===== config.mk =====
export PLATFORM = sky130hd
export DESIGN_NAME = instruction_fetch
export DESIGN_NICKNAME = d
export VERILOG_FILES = /design/src/rtl/riscv_pkg.sv /design/src/rtl/fetch_skid.sv /design/src/rtl/instruction_fetch.sv
export SDC_FILE = /design/constraint.sdc
export NUM_CORES = 1
export LEC_CHECK = 0
export CAP_MARGIN = 0
export CORE_ASPECT_RATIO = 1.1
export CORE_UTILIZATION = 30
export CTS_BUF_LIST = sky130_fd_sc_hd__clkbuf_4 sky130_fd_sc_hd__clkbuf_8
export CTS_CLUSTER_DIAMETER = 40
export DETAILED_ROUTE_END_ITERATION = 7
export GPL_TIMING_DRIVEN = 0
export PLACE_DENSITY_LB_ADDON = 0.2
export SLEW_MARGIN = 25
export SYNTH_ARGS = -nofsm -noshare
export SYNTH_HDL_FRONTEND = slang
export SYNTH_HIERARCHICAL = 1
export SYNTH_SLANG_ARGS = --single-unit

===== constraint.sdc =====
create_clock -name clk -period 3.15 [get_ports clk]
set_input_delay 0.63 -clock clk [delete_from_list [all_inputs] [get_ports clk]]
set_output_delay 0.63 -clock clk [all_outputs]
set_load 0.02 [all_outputs]

===== src/rtl/riscv_pkg.sv =====
// Shared RISC-V front-end definitions: datapath widths, reset PC, PC step,
// fetch operating modes and small PC helpers used by the fetch stage.
package riscv_pkg;

  localparam int XLEN = 32;
  localparam int ILEN = 32;

  localparam logic [XLEN-1:0] RESET_PC_DEFAULT = 32'h0000_0000;
  localparam logic [XLEN-1:0] PC_STEP          = 32'd4;

  // Fetch modes, derived from the inflight (I) and skid (S) valid bits.
  //   BOOT    : I=0, S=0  nothing to hand to decode this cycle
  //   STREAM  : I=1, S=0  head comes straight from the memory output
  //   STALLED : S=1       head comes from the skid register
  typedef enum logic [1:0] {
    MODE_BOOT    = 2'b00,
    MODE_STREAM  = 2'b01,
    MODE_STALLED = 2'b10
  } fetch_mode_e;

  // Classify the current fetch mode from the two valid bits.
  function automatic fetch_mode_e fetch_mode(input logic inflight_valid,
                                             input logic skid_valid);
    fetch_mode_e m;
    if (skid_valid) begin
      m = MODE_STALLED;
    end else if (inflight_valid) begin
      m = MODE_STREAM;
    end else begin
      m = MODE_BOOT;
    end
    return m;
  endfunction

  // Force a byte address onto a word boundary (instructions are 4-byte aligned).
  function automatic logic [XLEN-1:0] align_pc(input logic [XLEN-1:0] pc);
    return pc & ~32'h0000_0003;
  endfunction

endpackage


===== src/rtl/fetch_skid.sv =====
// One-entry holding register for a fetched (pc, instruction) pair.
// A flush (redirect) wins over a load, a load wins over a drain.
module fetch_skid #(
  parameter int PCW = 32,
  parameter int IW  = 32
) (
  input  logic           clk,
  input  logic           rst_n,
  input  logic           flush,
  input  logic           load,
  input  logic           drain,
  input  logic [PCW-1:0] load_pc,
  input  logic [IW-1:0]  load_instr,
  output logic           valid,
  output logic [PCW-1:0] pc,
  output logic [IW-1:0]  instr
);

  // Valid bit: dropped by flush or drain, set by a capture.
  always_ff @(posedge clk or negedge rst_n) begin
    if (!rst_n) begin
      valid <= 1'b0;
    end else if (flush) begin
      valid <= 1'b0;
    end else if (load) begin
      valid <= 1'b1;
    end else if (drain) begin
      valid <= 1'b0;
    end else begin
      valid <= valid;
    end
  end

  // Payload: only written on a capture that is not being flushed.
  always_ff @(posedge clk or negedge rst_n) begin
    if (!rst_n) begin
      pc    <= {PCW{1'b0}};
      instr <= {IW{1'b0}};
    end else if (load && !flush) begin
      pc    <= load_pc;
      instr <= load_instr;
    end else begin
      pc    <= pc;
      instr <= instr;
    end
  end

endmodule


===== src/rtl/instruction_fetch.sv =====
// Instruction fetch stage in front of a synchronous-read instruction memory.
// pc_q is the address presented to memory this cycle; the inflight entry is
// the address presented last cycle, whose data is on imem_data now. When
// decode stalls, the inflight pair is parked in a one-entry skid register and
// pc_q stops advancing, so the word after the parked one is simply re-read
// every cycle until the stall clears.
module instruction_fetch
  import riscv_pkg::*;
#(
  parameter int              ADDR     = 10,
  parameter int              DATA     = ILEN,
  parameter logic [XLEN-1:0] RESET_PC = RESET_PC_DEFAULT
) (
  input  logic            clk,
  input  logic            rst_n,
  input  logic            redirect_valid,
  input  logic [XLEN-1:0] redirect_pc,
  output logic [ADDR-1:0] imem_addr,
  input  logic [DATA-1:0] imem_data,
  output logic            out_valid,
  input  logic            out_ready,
  output logic [XLEN-1:0] out_pc,
  output logic [DATA-1:0] out_instr
);

  logic [XLEN-1:0] pc_q;
  logic [XLEN-1:0] pc_next;
  logic            inflight_valid;
  logic [XLEN-1:0] inflight_pc;
  logic            skid_valid;
  logic [XLEN-1:0] skid_pc;
  logic [DATA-1:0] skid_instr;

  fetch_mode_e     mode;
  logic            skid_next;
  logic            skid_load;
  logic            skid_drain;

  // Mode decode: decide whether the head will be parked next cycle and
  // whether the skid is captured or drained at this edge.
  always_comb begin
    mode       = fetch_mode(inflight_valid, skid_valid);
    skid_next  = 1'b0;
    skid_load  = 1'b0;
    skid_drain = 1'b0;
    case (mode)
      MODE_BOOT: begin
        skid_next  = 1'b0;
        skid_load  = 1'b0;
        skid_drain = 1'b0;
      end
      MODE_STREAM: begin
        if (!out_ready) begin
          skid_next = 1'b1;
          skid_load = 1'b1;
        end else begin
          skid_next = 1'b0;
          skid_load = 1'b0;
        end
      end
      MODE_STALLED: begin
        // Inflight data is a re-read of the word after the parked one; ignore it.
        if (out_ready) begin
          skid_next  = 1'b0;
          skid_drain = 1'b1;
        end else begin
          skid_next  = 1'b1;
          skid_drain = 1'b0;
        end
      end
      default: begin
        skid_next  = 1'b0;
        skid_load  = 1'b0;
        skid_drain = 1'b0;
      end
    endcase
  end

  // Next PC: redirect wins; otherwise hold while the head is parked, else step.
  always_comb begin
    pc_next = pc_q;
    if (redirect_valid) begin
      pc_next = align_pc(redirect_pc);
    end else if (skid_next) begin
      pc_next = pc_q;
    end else begin
      pc_next = pc_q + PC_STEP;
    end
  end

  // Presented-address register.
  always_ff @(posedge clk or negedge rst_n) begin
    if (!rst_n) begin
      pc_q <= RESET_PC;
    end else begin
      pc_q <= pc_next;
    end
  end

  // Inflight tracker: remembers which address the memory is answering now.
  always_ff @(posedge clk or negedge rst_n) begin
    if (!rst_n) begin
      inflight_valid <= 1'b0;
      inflight_pc    <= {XLEN{1'b0}};
    end else if (redirect_valid) begin
      inflight_valid <= 1'b0;
      inflight_pc    <= inflight_pc;
    end else begin
      inflight_valid <= 1'b1;
      inflight_pc    <= pc_q;
    end
  end

  fetch_skid #(
    .PCW (XLEN),
    .IW  (DATA)
  ) u_skid (
    .clk        (clk),
    .rst_n      (rst_n),
    .flush      (redirect_valid),
    .load       (skid_load),
    .drain      (skid_drain),
    .load_pc    (inflight_pc),
    .load_instr (imem_data),
    .valid      (skid_valid),
    .pc         (skid_pc),
    .instr      (skid_instr)
  );

  assign imem_addr = pc_q[ADDR+1:2];
  assign out_valid = skid_valid | inflight_valid;
  assign out_pc    = skid_valid ? skid_pc : inflight_pc;
  assign out_instr = skid_valid ? skid_instr : imem_data;

endmodule

* Yosys cells after proc, flatten, opt, wreduce, memory -nomap -nowiden
Cells that the tools add are included.
** Cells by class
- $add $sub $neg :: 1
- Equal/unequal tests :: 3
- Muxes and demuxes :: 15
- Bitwise operators :: 1
- Reduce and logical (&&, ||, !) cells :: 4
** Operators with widths (count)
- 32-bit two-way mux :: 4
- 32-bit by 3-bit adder with 32-bit output, second input constant :: 1
- 1-bit two-way mux :: 10
- 3-bit nonzero test :: 1
- 2-bit by 1-bit == test with 1-bit output, second input constant :: 1
- 2-bit == test, second input constant :: 1
- 2-bit two-way mux :: 1
- 2-bit != test, second input constant :: 1
- 2-bit OR reduction :: 1
- 1-bit logical AND :: 1
- 1-bit zero test :: 1
- 1-bit OR :: 1
** Word-level totals
- Flip-flop bits (word level) :: 130
- Output and inout port bits :: 75
- Word-level logic and storage cells :: 30

* Logic depth before layout (Yosys ltp)
Gate-level depths: netlist (run 1).
- Depth in word-level cells :: 7
- Gate-level depth with buffers :: 8
- Mapped depth without buffers :: 5

* Hierarchy
Netlist (run 1), hierarchy kept.
** By module, submodules not included
- instruction_fetch :: times used 1, cells an instance 340, area an instance 3748.6 sq um, seq. area each 1526.5 sq um
- fetch_skid :: times used 1, cells an instance 140, area an instance 2741.4 sq um, seq. area each 1626.6 sq um

* Worst setup path before layout (run 1)
No wires, ideal clock.
- Path type :: register -> output
- Start :: register u_skid.valid
- End :: output port out_instr[26]
- Arrival time :: 1.480 ns
- Path slack :: 1.040 ns
- Stages on the path, launching flop included :: 5
- Buffers on the path :: 3
- Cell sequence :: dfrtp_1 buf_6 clkbuf_1 clkbuf_1 mux2_2
** On the way
- Cells in the longest elaborated chain, start to end :: 1
** Ends and longest elaborated chain
- from (decl) :: RTL line fetch_skid.sv:14 : output logic valid,
- from (signal assigned) :: RTL line fetch_skid.sv:30 : valid <= valid;
- 32-bit two-way mux :: RTL line instruction_fetch.sv:133 : assign out_instr = skid_valid ? skid_instr : imem_data;
- to (decl) :: RTL line instruction_fetch.sv:23 : output logic [DATA-1:0] out_instr
No other way between the ends.

* Worst setup path after layout (run 1)
Ends and elaborated chain as after synthesis.

==> metrics.txt, run 1 <==
status complete, no violations; P&R area growth vs syn 34.1%; Post-DP HPWL 10700 um; Post-CTS Setup Bufs 0; critical-path cell list buf_6, clkbuf_2, clkbuf_4, mux2_2, clkdlybuf4s50_1; max-cap violation count 0; Tot Pwr 0.00489 W; crit path time final 3020 ps; GRT Total Usage around 15%; cell taking the most area after synthesis dfrtp_1; core area 0.0213 sq mm; DR vias 4234; Setup Viol. Count Final 0; H-tree levels 4; Nets between 700 and 800; Comb power frac 27.2%; # diodes 0; post-route ant nets 0; Cell Pwr Density roughly 560 mW/mm^2; RSZ-0062 raised after global routing no; leakage 3.63 nW; Final Hold Vio Count 0; Worst-path clk slew 80 ps; family with the most delay on the worst path buffers and inverters; clock root cell clkbuf_8; clock skew 12.2 ps; routed wire length between 15000 and 20000 um; TritonCTS Buffers 17; layout cells sized above 1 35.2%; Worst-Margin Slew 686 ps; slowest library cell on the worst path clkdlybuf4s50_1; most frequent cell after synthesis dfrtp_1; Buf+Inv Stages, Crit Path 4; via-per-instance ratio around 4.5; die width between 100 and 150 um; initial antenna violation count 0; Seq/Total Area, Yosys between 40 and 50%; Pint 0.00351 W; Routed WL per cell 16.2 um; placed cell area between 0.008 and 0.009 sq mm; crit-path max FO 10; post-synth top area share 48.6%; clock sinks 126; asr flop ratio synth between 90% and 100%; endpoint type of the worst setup path output port; Synth Register Bits 126; largest cells by area after synthesis dfrtp_1 49%, mux2_2 17%, mux2_4 14%; I/O pin count 143; Netlist Area Pre-Place 0.00649 sq mm; Sequential Power Share 43.6%; Yosys cell types 36; Clk pwr share between 20% and 30%; setup TNS 0 ps; Post-synth EDFFs 0; Hold WC Path Type in2async; Remaining DRCs 0; first-pass GRT wire length 24800 um; Port Buffer Count 140; Post-Syn Instances 480; Peak VDD IR 0.000247 V; slowest stage delay, CP 560 ps; Rows 56; grt ovf 0; TritonCTS clock tree built; Final Instance Area 0.00870 sq mm; Initial DRT Pass Iterations 5; Clock Latency Late Sink approximately 440 ps; Die Height 156 um; starting density of the core 30.5%; worst-case clock buffer depth 2; GPL Wtd Cong between 0.7 and 0.8; CP startpoint kind flip-flop; synth cell count leaders 126 x dfrtp_1, 96 x mux2_2, 60 x mux2_4; hold_buf cts 0; vias in the first global route about 4500; Slew HR 54.3%; flop-to-flop setup slack 880 ps; utilization after layout 40.9%; pin count of the biggest net entering global routing just over 80; sw power around 0.0014 W; CP required 2520 ps; Max Fclk 331 MHz; Synth Flop Type dfrtp_1; Warnings, synthesis 6; Sw Share about 28%; Arr. time, crit path approximately 2400 ps; 1st-iter DRT viols 195; crit share post-route between 90% and 100%; CP Class reg2out; Final Slew Violations 0; die area around 0.022 sq mm; synthesized area per cell between 10 and 15 sq um
==> power by group through the flow <==
stage / Clock (W) / Sequential [W] / Combinational (W)
floorplan: 0 / 0.00209 / 0.000868
global placement: 0 / 0.00215 / 0.00132
detailed placement: 0 / 0.00216 / 0.00133
CTS: 0.00148 / 0.00213 / 0.00135
global route: 0.00157 / 0.00218 / 0.00143
finish: 0.00143 / 0.00213 / 0.00133
==> cell families (layout without fill, tap and decap cells) <==
group | after synthesis | after routing | share of synthesized area, %
AO/OA/AOI/OAI | 32 | 32 | 2.68
XOR/XNOR | 29 | 29 | 3.91
adder cells (fa/ha/maj) | 1 | 1 | 0.193
buffers and inverters | 42 | 215 | 5.21
flip-flops | 126 | 126 | 48.6
multiplexers | 157 | 157 | 30.7
other | 1 | 2 | 0.0578
AND/OR/NAND/NOR | 92 | 92 | 8.68
==> timing repair <==
action | CTS | global route
endpoints found under the hold margin | 0 | 0
resized for setup | 3 | 8
gates cloned | 0 | 0
endpoints found under the setup margin | 33 | 33
==> per-stage QoR <==
stage          instances  hold slack [ps]  setup WS [ps]
6_report             944             80.1            128
5_1_grt              944             75.0           2.72
4_1_cts              944             59.6           13.8
3_5_place_dp         912              487            156
3_3_place_gp         911              484          -3740
2_1_floorplan        481              334           1040
==> final cells by class <==
cell class	instances	area, sq um
buffer	38	337
clock buffer	21	283
clock inverter	11	115
fill	2061	12600
inverter	4	15.0
multi-input combinational	313	3000
sequential	126	3150
tap	290	363
timing repair buffer	141	1430
==> layout by cell type, fill, tap and decap left out, types with 2 or more instances in the layout <==
| cell | synthesis | routed |
|---|---|---|
| and2_1 | 3 | 3 |
| nand4_4 | 2 | 2 |
| clkbuf_4 | 0 | 4 |
| clkinv_2 | 0 | 5 |
| and3_1 | 5 | 5 |
| nor4_4 | 4 | 4 |
| clkbuf_8 | 0 | 20 |
| buf_12 | 7 | 7 |
| mux2_4 | 60 | 60 |
| nand2_2 | 2 | 2 |
| conb_1 | 1 | 2 |
| nor4_1 | 2 | 2 |
| inv_1 | 4 | 4 |
| buf_6 | 3 | 3 |
| nand4_1 | 7 | 7 |
| xor2_1 | 11 | 11 |
| nand2_1 | 41 | 41 |
| buf_4 | 11 | 11 |
| xnor2_1 | 18 | 18 |
| clkdlybuf4s50_1 | 0 | 139 |
| clkbuf_1 | 15 | 10 |
| o21ai_0 | 22 | 22 |
| nor2_1 | 4 | 4 |
| clkinvlp_4 | 0 | 4 |
| dfrtp_1 | 126 | 126 |
| mux2_2 | 96 | 96 |
| nand3_1 | 4 | 4 |
| nor3_1 | 8 | 8 |
| clkbuf_2 | 0 | 4 |
| and4_1 | 4 | 4 |
| o21ai_1 | 8 | 8 |
| bufinv_16 | 0 | 2 |
==> path summary, 6_finish.rpt <==
kind	startpoint	endpoint	cells past startpoint
setup / recovery	u_skid/valid$_DFFE_PN0P_	out_instr[26]	5
hold / removal	rst_n	u_skid/instr[30]$_DFFE_PN0P_	1
setup reg to reg	u_skid/valid$_DFFE_PN0P_	u_skid/pc[7]$_DFFE_PN0P_	8
hold reg to reg	u_skid/instr[22]$_DFFE_PN0P_	u_skid/instr[22]$_DFFE_PN0P_	1
max in group asynchronous	rst_n	pc_q[19]$_DFFE_PN0P_	2
min in group clk	u_skid/instr[22]$_DFFE_PN0P_	u_skid/instr[22]$_DFFE_PN0P_	1
==> metal layers <==
layer  vias to the layer above  global-route usage [%]  share of wire (%)
met1                      2098                    19.5                 47
met5                         -                       0                  0
met2                       121                    23.0                 46
li1                       1998                       -                  -
met4                         0                    4.92                1.3
met3                        17                    3.55                5.8
==> flip-flops by register name, summed over array words and instances, names as in the netlist <==
name            cells
inflight_pc        30
inflight_valid      1
pc_q               30
u_skid/instr       32
u_skid/pc          32
u_skid/valid        1
==> worst register-to-register path: stages (launching register included) <==
cell and delay [ps]:
dfrtp_1 390, buf_6 140, clkbuf_2 210, clkbuf_4 250
nor3b_1 280, nor2b_4 220, buf_12 180, buf_12 170
mux2_4 310
Note: power is estimated with default switching activity, not from simulation.
==> run 2, diff against run 1 <==
==> constraint.sdc (replaced) <==
create_clock -name clk -period 3.15 [get_ports clk]
set_input_delay 0.63 -clock clk [delete_from_list [all_inputs] [get_ports clk]]
set_output_delay 0.63 -clock clk [all_outputs]
set_load 0.1 [all_outputs]
==> metrics.txt, run 2 (synthesis gave the netlist of run 1 again) <==
Die Height 156 um (unchanged); CP startpoint kind flip-flop; Clk pwr share 25.1% (-4.1 points); Nets 710 (unchanged); starting density of the core 30.5% (unchanged); Arr. time, crit path 2410 ps (+20 ps); layout cells sized above 1 44.8% (+9.6 points); Clock Latency Late Sink 440 ps (about the same); RSZ-0062 raised after global routing no; sw power 0.00223 W (+61%); Final Instance Area 0.00877 sq mm (+0.82%); largest registers u_skid/instr: 32 flops, u_skid/pc: 32 flops; crit-path max FO 10 (unchanged); endpoint type of the worst setup path output port; Routed WL per cell 16.2 um (+0.25%); clock root cell clkbuf_8; crit path time final 3040 ps (+16.8 ps); Peak VDD IR 0.000294 V (+19%); clock skew 12.8 ps (+0.540 ps); most frequent cells in the layout 126 x dfrtp_1, 96 x mux2_2, 74 x clkdlybuf4s50_1, 65 x clkdlybuf4s15_2, 60 x mux2_4; DR vias 4236 (+0.047%); Port Buffer Count 140 (unchanged); pin count of the biggest net entering global routing 81 (unchanged); placed cell area 0.00829 sq mm (unchanged); Max Fclk 329 MHz (-0.55%); Sequential Power Share 37.5% (-6.1 points); Final Hold Vio Count 0 (unchanged); setup ws final 111 ps (-16.8 ps); I/O pin count 143 (unchanged); Setup Viol. Count Final 0 (unchanged); first-pass GRT wire length 24900 um (+0.39%); crit share post-route 96.5% (+0.53 points); Tot Pwr 0.00569 W (+16%); setup TNS 0 ps (unchanged); Final Slew Violations 0 (unchanged); Slew HR 35.2% (-19 points); worst-case clock buffer depth 2 (unchanged); TritonCTS Buffers 17 (unchanged); initial antenna violation count 0 (unchanged); Post-DP HPWL 10700 um (unchanged); Pint 0.00346 W (-1.2%); post-route ant nets 0 (unchanged); Initial DRT Pass Iterations 4 (-1); die width 142 um (unchanged); Sw Share 39.2% (+11 points); CP required 2520 ps (about the same); Rows 56 (unchanged); # diodes 0 (unchanged); Worst-path clk slew 80 ps (about the same); clock sinks 126 (unchanged); dpl ws -295 ps (-451 ps); utilization after layout 41.2% (+0.33 points); Worst-Margin Slew 969 ps (+283 ps); GRT Total Usage 14.7% (+0.073 points); Comb power frac 37.4% (+10 points); Cell Pwr Density 649 mW/mm^2 (+15%); core area 0.0213 sq mm (unchanged); max-cap violation count 0 (unchanged); H-tree levels 4 (unchanged); CP Class reg2out; grt ovf 0 (unchanged); commonest non-fill, non-tap cell in the layout dfrtp_1; FILL cells 2062 (+0.049%); GPL Wtd Cong 0.746 (unchanged); Hold WC Path Type in2async; TritonCTS clock tree built; die area 0.0222 sq mm (unchanged); Remaining DRCs 0 (unchanged); status complete, no violations; hold_buf cts 0 (unchanged); leakage 3.68 nW (+1.2%); 1st-iter DRT viols 204 (+4.6%); via-per-instance ratio 4.49 (about the same); vias in the first global route 4504 (+0.24%); routed wire length 15300 um (+0.25%); P&R area growth vs syn 35.2%
run 2: changes by cell type in the layout (fill, tap and decap cells not counted), sizes merged:
cell	delta
buf	+2
clkdlybuf4s50	-65
clkbuf	-2
clkdlybuf4s15	+65
run 2: repair_timing:
item	4_1_cts	5_1_grt
setup buffers	0	0
resized for setup	197	2
endpoints found under the setup margin	65	2
run 2: worst max-delay path, cell delays in order, from the launching register on:
cell             delay, ps
dfrtp_1                360
buf_6                  140
clkbuf_1               560
mux2_2                 430
clkdlybuf4s15_2        470
run 2: metrics by stage:
step           hold WS (ps)  cells
3_5_place_dp            487    912
5_1_grt                75.8    944
3_3_place_gp            484    911
6_report               78.1    944
4_1_cts                59.6    944
2_1_floorplan           334    481
run 2: worst paths after layout:
kind	start	slack [ps]	cells past startpoint	endpoint
setup / recovery	u_skid/valid$_DFFE_PN0P_	110	4	out_pc[16]
hold / removal	rst_n	80	1	u_skid/instr[30]$_DFFE_PN0P_
setup reg to reg	u_skid/valid$_DFFE_PN0P_	850	8	u_skid/pc[10]$_DFFE_PN0P_
hold reg to reg	u_skid/pc[29]$_DFFE_PN0P_	510	1	u_skid/pc[29]$_DFFE_PN0P_
max in group asynchronous	rst_n	2340	2	pc_q[19]$_DFFE_PN0P_
min in group clk	u_skid/pc[29]$_DFFE_PN0P_	510	1	u_skid/pc[29]$_DFFE_PN0P_
run 2: power groups by stage:
stage               Combinational, W  Sequential (W)  Clock, W
CTS                          0.00215         0.00213   0.00148
global placement             0.00216         0.00215         0
floorplan                    0.00177         0.00209         0
global route                 0.00223         0.00218   0.00157
finish                       0.00213         0.00213   0.00143
detailed placement           0.00217         0.00216         0
run 2: cell type report:
class	count	area, sq um	area share (%)
plain buffers	38	327	3.72
clock buffers	21	283	3.22
clock inverters	11	115	1.31
inverters	4	15.0	0.171
multi-input cells	313	3000	34.2
flip-flops and latches	126	3150	35.9
well taps	290	363	4.14
repair buffers	141	1520	17.3
run 2: routing by layer:
layer | global-route usage, % | part of all wire [%] | vias up
met5 | 0 | 0 | -
met4 | 4.92 | 1.4 | 0
met3 | 3.52 | 5.6 | 17
met2 | 23.2 | 46 | 125
met1 | 19.6 | 47 | 2103
li1 | - | - | 1991
==> run 3, diff against run 2 <==
--- a/config.mk
+++ b/config.mk
@@ -5,6 +5,7 @@
 export SDC_FILE = /design/constraint.sdc
 export NUM_CORES = 1
 export LEC_CHECK = 0
+export ABC_AREA = 1
 export CAP_MARGIN = 0
 export CORE_ASPECT_RATIO = 1.1
 export CORE_UTILIZATION = 30
==> metrics.txt, run 3 <==
status complete, no violations; synthesized area per cell 7.09 sq um (-48%); Initial DRT Pass Iterations 5 (+1); die area 0.0231 sq mm (+3.9%); Remaining DRCs 0 (unchanged); 1st-iter DRT viols 436 (+110%); Final Hold Vio Count 0 (unchanged); clock skew 15.4 ps (+2.66 ps); Nets 1182 (+66%); most frequent cell after synthesis nand2_1; CP startpoint kind flip-flop; TritonCTS clock tree built; slowest stage delay, CP 610 ps (+50 ps); clock root cell clkbuf_8; TritonCTS Buffers 17 (unchanged); Netlist Area Pre-Place 0.00675 sq mm (+4.0%); Synth Register Bits 126 (unchanged); Port Buffer Count 140 (unchanged); clock sinks 126 (unchanged); crit share post-route 95.7% (-0.79 points); I/O pin count 143 (unchanged); Post-DP HPWL 15700 um (+47%); CP required 2520 ps (about the same); vias in the first global route 6173 (+37%); Post-CTS Setup Bufs 0 (unchanged); critical-path cell list buf_2, clkbuf_1, nand2_1, o21ai_0, clkdlybuf4s15_2; Post-Route M1 WL 10200 um (+41%); grt ovf 0 (unchanged); layout cells sized above 1 15.0% (-30 points); routed wire length 21500 um (+40%); synth cell count leaders 423 x nand2_1, 126 x dfrtp_1, 96 x nand3_1; slowest library cell on the worst path clkdlybuf4s15_2; pin count of the biggest net entering global routing 80 (-1.2%); endpoint type of the worst setup path output port; via-per-instance ratio 4.54 (+1.2%); Peak VDD IR 0.000268 V (-9.1%); cell taking the most area after synthesis dfrtp_1; crit-path max FO 10 (unchanged); post-route ant nets 0 (unchanged); dpl ws -153 ps (+142 ps); Worst-Margin Slew 997 ps (+28.1 ps); Slew HR 33.3% (-1.9 points); initial antenna violation count 0 (unchanged); commonest non-fill, non-tap cell in the layout nand2_1; worst hold slack 62.8 ps (-15.2 ps); Arr. time, crit path 2380 ps (-30 ps); CP Class reg2out; Seq/Total Area, Yosys 46.7% (-1.9 points); Rows 57 (+1.8%); core area 0.0221 sq mm (+3.8%); Yosys cell types 27 (-25%); Hold WC Path Type in2async; asr flop ratio synth 100% (unchanged); # diodes 0 (unchanged); Final Slew Violations 0 (unchanged); leakage 4.41 nW (+20%); Warnings, synthesis 6 (unchanged); H-tree levels 4 (unchanged); most frequent cells in the layout 423 x nand2_1, 126 x dfrtp_1, 96 x nand3_1, 75 x clkdlybuf4s50_1, 68 x nor2_1; hold_buf cts 0 (unchanged); GRT Total Usage 19.1% (+4.5 points); Synth Flop Type dfrtp_1; setup TNS 0 ps (unchanged); P&R area growth vs syn 33.9%; Die Height 159 um (+2.0%); die width 145 um (+2.0%); crit path time final 3010 ps (-24.8 ps); Post-Syn Instances 952 (+98%); Post-synth EDFFs 0 (unchanged); utilization after layout 40.9% (-0.32 points); worst-case clock buffer depth 2 (unchanged); max-cap violation count 0 (unchanged); DR WL met2 9840 um (+40%); Cell Pwr Density 641 mW/mm^2 (-1.2%); uppermost routed layer met4; DR vias 6453 (+52%); Worst-path clk slew 80 ps (about the same); Clock Latency Late Sink 450 ps (about the same); post-synth top area share 46.7% (-1.9 points); largest registers u_skid/instr: 32 flops, u_skid/pc: 32 flops; Max Fclk 332 MHz (+0.82%); RSZ-0062 raised after global routing no; met3 wire len 965 um (+13%); largest cells by area after synthesis dfrtp_1 47%, nand2_1 24%, nand3_1 7.1%; setup ws final 136 ps (+24.8 ps); first-pass GRT wire length 34200 um (+37%); Routed WL per cell 15.1 um (-6.8%); GPL Wtd Cong 0.938 (+26%); starting density of the core 30.5% (+0.058 points); Setup Viol. Count Final 0 (unchanged)
run 3: cell count changes after synthesis, moves of 32 or more:
cell,previous run,this run
nor2_1,4,68
nand2_1,41,423
inv_1,4,52
o21ai_0,22,55
mux2_4,60,0
mux2_2,96,0
nand3_1,4,96
a21oi_1,1,33
run 3: cell families after synthesis:
kind of cell | Yosys count | share of synthesized area (%)
buffers and inverters | 117 | 8.73
other | 1 | 0.0556
AOI/OAI and AO/OA | 103 | 7.95
adders and majority gates | 1 | 0.185
and+or+nand+nor | 604 | 36.4
DFF | 126 | 46.7
run 3: through the flow:
| stage | power [W] | instances | instance area (sq um) |
|---|---|---|---|
| after floorplan | 0.00379 | 953 | 6750 |
| after global placement | 0.00438 | 1388 | 8520 |
| after detailed placement | 0.00440 | 1389 | 8560 |
| after CTS | 0.00584 | 1421 | 9040 |
| after global routing | 0.00608 | 1421 | 9040 |
| final | 0.00580 | 1421 | 9040 |
run 3: path summary, 6_finish.rpt:
kind                                            from  slack (ps)  depth (start not counted)                           end
max in group asynchronous                      rst_n        2330                          2   inflight_pc[29]$_DFFE_PN0N_
min                                            rst_n          60                          1  u_skid/instr[27]$_DFFE_PN0P_
min in group clk           u_skid/pc[29]$_DFFE_PN0P_         470                          2     u_skid/pc[29]$_DFFE_PN0P_
min reg2reg                u_skid/pc[29]$_DFFE_PN0P_         470                          2     u_skid/pc[29]$_DFFE_PN0P_
max                         u_skid/valid$_DFFE_PN0P_         140                          5                     out_pc[2]
max reg2reg                 u_skid/valid$_DFFE_PN0P_        1370                          8  u_skid/instr[29]$_DFFE_PN0P_
run 3: area by class of cell:
| cell class | count | area [sq um] |
|---|---|---|
| fillers | 2343 | 13100 |
| flip-flops and latches | 126 | 3150 |
| multi-input cells | 710 | 3010 |
| repair buffers | 141 | 1500 |
| plain buffers | 62 | 388 |
| well taps | 295 | 369 |
| clock buffers | 17 | 234 |
| inverters | 55 | 206 |
| clock inverters | 15 | 173 |
run 3: critical path, delay by kind of cell (launching register included):
| kind | cells | cell delay (ps) |
|---|---|---|
| AOI/OAI and AO/OA | 1 | 150 |
| DFF | 1 | 380 |
| and+or+nand+nor | 1 | 80 |
| buffers and inverters | 3 | 1340 |
run 3: metal layers:
metal / vias to the layer above / track usage, %
met5: - / 0
met3: 36 / 3.35
met1: 2908 / 25.6
li1: 3306 / -
met4: 0 / 7.83
met2: 203 / 30.5
run 3: where the power goes:
group / total [W] / leakage, nW / internal (W) / switching (W)
Clock: 0.00147 / 0.189 / 0.000776 / 0.000692
Sequential: 0.00213 / 1.55 / 0.00191 / 0.000217
Combinational: 0.00220 / 2.68 / 0.000547 / 0.00165
Total: 0.00580 / 4.41 / 0.00323 / 0.00256
run 3: repair_timing:
action	CTS	global route
gates resized for setup	200	14
endpoints found under the setup margin	64	17
hold endpoints to repair	0	0
